### config.mk
export PLATFORM = sky130hd
export DESIGN_NAME = timer_sequencer
export DESIGN_NICKNAME = d
export VERILOG_FILES = /design/src/rtl/timer_sequencer.sv
export SDC_FILE = /design/constraint.sdc
export NUM_CORES = 1
export LEC_CHECK = 0
export ABC_AREA = 1
export CORE_MARGIN = 8
export CORE_UTILIZATION = 45
export DETAILED_ROUTE_END_ITERATION = 10
export PLACE_DENSITY = 0.81
export REMOVE_ABC_BUFFERS = 1
export SLEW_MARGIN = 40
export SYNTH_ARGS = -nofsm -noshare
export SYNTH_HDL_FRONTEND = slang
export SYNTH_SLANG_ARGS = --single-unit
### constraint.sdc
create_clock -name Clk -period 3 [get_ports Clk]
set_input_delay 0.45 -clock Clk [delete_from_list [all_inputs] [get_ports Clk]]
set_output_delay 0.45 -clock Clk [all_outputs]
set_load 0.02 [all_outputs]
### src/rtl/timer_sequencer.sv
// timer_sequencer: run-control FSM, count prescaler and ripple-carry digit
// enables for a chain of NDIG cascaded BCD up/down digit counters.

// Per-digit slice: terminal-value detect and gated advance enable.
module timer_seq_lane (
  input  logic [3:0] i_dig,
  input  logic       i_dir,
  input  logic       i_carry,  // every lower digit sits at its terminal value
  input  logic       i_adv,    // tick with the chain not yet at its final value
  output logic       o_term,
  output logic       o_en
);
  assign o_term = i_dir ? (i_dig == 4'd9) : (i_dig == 4'd0);
  assign o_en   = i_adv & i_carry;
endmodule

module timer_sequencer #(
  parameter int NDIG     = 4,
  parameter int PRESCALE = 10
) (
  input  logic                Clk,
  input  logic                reset_n,
  input  logic                btn_start,
  input  logic                btn_pause,
  input  logic                btn_stop,
  input  logic                btn_set,
  input  logic                up_down,
  input  logic [4*NDIG-1:0]   dig_val,
  output logic [NDIG-1:0]     dig_en,
  output logic                dir,
  output logic                load,
  output logic                clear,
  output logic                tick,
  output logic                running,
  output logic                paused,
  output logic                done
);
  localparam int PW = (PRESCALE > 1) ? $clog2(PRESCALE) : 1;
  localparam logic [PW-1:0] PSC_MAX = PW'(PRESCALE - 1);

  typedef enum logic [2:0] {
    S_IDLE   = 3'd0,
    S_RUN    = 3'd1,
    S_PAUSED = 3'd2,
    S_DONE   = 3'd3,
    S_LOAD   = 3'd4
  } state_t;

  typedef enum logic [2:0] {
    C_NONE, C_START, C_PAUSE, C_SET, C_STOP
  } cmd_t;

  state_t          r_state;
  logic [PW-1:0]   r_psc;
  logic            r_dir, r_load, r_clear;
  cmd_t            w_cmd;
  logic            w_tick, w_final;
  logic [NDIG-1:0] w_term, w_carry;

  // Collapse simultaneous buttons to the single winning command.
  always_comb begin
    w_cmd = C_NONE;
    if      (btn_stop)  w_cmd = C_STOP;
    else if (btn_set)   w_cmd = C_SET;
    else if (btn_pause) w_cmd = C_PAUSE;
    else if (btn_start) w_cmd = C_START;
  end

  assign w_tick  = (r_state == S_RUN) && (r_psc == PSC_MAX);
  assign w_final = &w_term;

  // Ripple-carry: digit g advances only when all lower digits are terminal.
  for (genvar g = 0; g < NDIG; g++) begin : g_lane
    if (g == 0) begin : g_c0
      assign w_carry[g] = 1'b1;
    end else begin : g_cn
      assign w_carry[g] = &w_term[g-1:0];
    end
    timer_seq_lane u_lane (
      .i_dig   (dig_val[4*g +: 4]),
      .i_dir   (r_dir),
      .i_carry (w_carry[g]),
      .i_adv   (w_tick & ~w_final),
      .o_term  (w_term[g]),
      .o_en    (dig_en[g])
    );
  end

  // Run-state FSM with prescaler, latched direction and load/clear pulses.
  always_ff @(posedge Clk or negedge reset_n) begin
    if (!reset_n) begin
      r_state <= S_IDLE;
      r_psc   <= '0;
      r_dir   <= 1'b1;
      r_load  <= 1'b0;
      r_clear <= 1'b0;
    end else begin
      r_load  <= 1'b0;
      r_clear <= 1'b0;
      case (r_state)
        S_IDLE: begin
          if (w_cmd == C_STOP) begin
            r_clear <= 1'b1;
            r_psc   <= '0;
          end else if (w_cmd == C_SET) begin
            r_state <= S_LOAD;
            r_load  <= 1'b1;
          end else if (w_cmd == C_START) begin
            r_state <= S_RUN;
            r_dir   <= up_down;
            r_psc   <= '0;
          end
        end
        S_RUN: begin
          if (w_cmd == C_STOP) begin
            r_state <= S_IDLE;
            r_clear <= 1'b1;
            r_psc   <= '0;
          end else if (w_cmd == C_PAUSE) begin
            // Phase freezes here so resume picks up where it left off.
            r_state <= S_PAUSED;
          end else begin
            r_psc <= (r_psc == PSC_MAX) ? '0 : r_psc + 1'b1;
            if (w_tick && w_final) r_state <= S_DONE;
          end
        end
        S_PAUSED: begin
          if (w_cmd == C_STOP) begin
            r_state <= S_IDLE;
            r_clear <= 1'b1;
            r_psc   <= '0;
          end else if (w_cmd == C_SET) begin
            r_state <= S_LOAD;
            r_load  <= 1'b1;
          end else if (w_cmd == C_START) begin
            r_state <= S_RUN;
          end
        end
        S_DONE: begin
          if (w_cmd == C_STOP) begin
            r_state <= S_IDLE;
            r_clear <= 1'b1;
            r_psc   <= '0;
          end else if (w_cmd == C_SET) begin
            r_state <= S_LOAD;
            r_load  <= 1'b1;
          end
        end
        S_LOAD:  r_state <= S_IDLE;
        default: r_state <= S_IDLE;
      endcase
    end
  end

  assign tick    = w_tick;
  assign dir     = r_dir;
  assign load    = r_load;
  assign clear   = r_clear;
  assign running = (r_state == S_RUN);
  assign paused  = (r_state == S_PAUSED);
  assign done    = (r_state == S_DONE);
endmodule

==> results_dict.tcl <==
set metrics [dict create \
    grt_max_degree 11 \
    critPathLaunchType "input pin" \
    core_sq_um 1745 \
    synth_cells 128 \
    grt_pass1_vias 842 \
    detail_route.wl_per_cell_microns 11.32 \
    htree_levels 1 \
    die_h_microns 59.16 \
    worst-endpoint-arrival_ps 2210 \
    setup_viol 0 \
    ioPinCount 34 \
    drv_slew 0 \
    cts_tree "done" \
    fin_crit_ps 2662 \
    cts.sinks 10 \
    power.leakage_nw 0.5827 \
    die_w_microns 59.16 \
    synthTopCellsByCount "31 x nand2_1, 20 x inv_1, 15 x nor2_1, 12 x nand3_1, 9 x dfrtp_1" \
    yosysTopAreaCell "dfrtp_1" \
    numPortBuffers 33 \
    reg2reg_depth 11 \
    avgSynthCellArea_sq_um 6.549 \
    ys_ff_latch 10 \
    grt_pass1_wl_microns 3463 \
    ir_drop_v 0.0002986 \
    endpoint_kind "primary output" \
    relSlewSlack 0.6940 \
    fin_nets 186 \
    r2r_setup_slack_ps 1570 \
    root_buffer "clkbuf_4" \
    synth.most_common_cell "nand2_1" \
    critPathBufInv 3 \
    slowest_delay_ps 600 \
    dpl_cell_area_sq_um 1159 \
    hold_path.class "in -> async" \
    clkSlewWorstSetupHoldPaths_ps 70 \
    place.gp.congestion 0.8028 \
    fin_skew_ps 1.025 \
    path_max_fanout 3 \
    cap_violations 0 \
    drc_errors 0 \
    vias 886 \
    wirelength_microns 2095 \
    place_hpwl_microns 1753 \
    dp_cells 181 \
    ys_seq_area_frac 0.3000 \
    critical_path_required_ps 2550 \
    antenna_cells 0 \
    detail-route-antenna-nets 0 \
    drt-vias-per-instance 4.789 \
    rsz0062_at_grt "no" \
    grt_usage 0.1241 \
    cts_hold_buf 0 \
    rr_endpoint "r_state[0]" \
    row_count 15 \
    p_per_area_nw_per_um2 341.9 \
    postCtsSetupRepairBufs 0 \
    initial_core_util 0.4803 \
    criticalPathCategory "in -> out" \
    area_growth_pct 42.54 \
    clk_latency_ps 270 \
    async_flop_share 1.000 \
    fin_util 0.6846 \
    cts_made_buffers 3 \
    synth_area_sq_um 838.3 \
    grt_overflow 0 \
    fmax_ghz 0.3757 \
    finalSetupTns_ps 0 \
    r2r_start "r_psc[1]" \
    post_cts_resized 0 \
    clockBufferDepth 2 \
    drtPass1Iterations 4 \
    drtIter0Drc 13 \
    synthTopCellsByArea "dfrtp_1 27%, nand2_1 14%, inv_1 9.0%, nand3_1 7.2%, nor2_1 6.7%" \
    crit_slowest_cell "clkdlybuf4s50_1" \
    worst_hold_slack_ps 494.2 \
    post-route-period-util 0.8873 \
    crit_top_cell "nand2_1" \
    stdcell_count 185 \
    ys.flop_type "dfrtp_1" \
    yosysTopAreaCellShare 0.2687 \
    antenna_found_initial 0 \
    drive_above_1_share 0.1250 \
    die_area_sq_um 3500 \
    finalInstanceArea_sq_um 1195 \
    yosys_warnings 0 \
    worst_slew_pin_slew_ps 457.6 \
    synthDistinctLibCells 22 \
    status "finished clean" \
    synth_edf_count 0 \
    crit_family "buffers and inverters" \
    cp_cell_sequence "clkdlybuf4s50_1 -> nor2_2 -> nand2_1 -> nand2_1 -> nand2_2 -> nor2_2 -> nand2_1 -> nand2_1 -> nor2_2 -> nand3_1 -> inv_1 -> clkdlybuf4s50_1" \
    hold_viol 0 \
]
## report_power, final
group | internal (mW) | total, mW | leakage [nW] | switching (mW)
clock network | 0.0737 | 0.126 | 0.0210 | 0.0525
registers | 0.147 | 0.161 | 0.132 | 0.0137
logic | 0.0587 | 0.121 | 0.429 | 0.0626
total | 0.280 | 0.409 | 0.583 | 0.129
## placed cells by master (no fill, tap or decap), types with 3 or more instances in the layout
| cell type | count |
|---|---|
| a21oi_1 | 4 |
| clkbuf_4 | 3 |
| clkdlybuf4s50_1 | 33 |
| dfrtp_1 | 9 |
| inv_1 | 20 |
| nand2_1 | 31 |
| nand2_2 | 3 |
| nand3_1 | 12 |
| nand4_1 | 4 |
| nor2_1 | 15 |
| nor2_2 | 7 |
| o21ai_1 | 4 |
## logic make-up (layout without fill, tap and decap cells)
kind of cell    count (synthesis)  after routing  share of synthesized area
compound gates                 10             10                    0.05970
flops                          10             10                     0.3000
simple gates                   77             77                     0.4418
buf+inv                        27             59                     0.1478
xor+xnor                        2              2                    0.02090
fa+ha+maj                       2              2                    0.02985
## stage by stage
step	power [mW]	worst slack (ps)
2_1_floorplan	0.2241	974.4
3_3_place_gp	0.2819	384.2
3_5_place_dp	0.2853	319.1
4_1_cts	0.4086	315.6
5_1_grt	0.4315	141.3
6_report	0.4085	338.0
## worst register-to-register path, stage by stage, from the launching register on
cell and delay, ps:
dfrtp_1 410, inv_1 70, ha_1 130, nand2_1 70, nor2_2 130, inv_1 100, nor2_4 100, nand3_1 100
nand2_2 90, nand2_1 50, nand2_1 50, nand2_1 50
## registers in the layout (all words and copies together), names as in the netlist
register / count
r_psc: 4
r_state: 3
dir: 1
clear: 1
load: 1
## layer usage
metal	track usage	share of wire
met4	0.03754	0.0067
met3	0.04772	0.098
met1	0.1418	0.45
met5	0	0
met2	0.2072	0.45
## area by class of cell
class,count,area (sq um)
Multi-Input combinational cell,91,462.9
Tap cell,25,31.28
Sequential cell,10,251.5
Inverter,22,82.58
Timing Repair Buffer,33,330.3
Clock buffer,4,36.28
Fill cell,158,550.5
## how the worst max path moves through the flow
stage,cells after the start,from,slack [ps],end
2_1_floorplan,10,r_psc[1],970,dig_en[2]
3_3_place_gp,12,dig_val[0],380,dig_en[2]
3_5_place_dp,12,dig_val[0],320,dig_en[2]
4_1_cts,12,dig_val[0],320,dig_en[2]
5_1_grt,11,r_psc[1],140,dig_en[2]
6_report,12,dig_val[4],340,dig_en[2]
No activity file was read; power rests on OpenSTA's default activity.
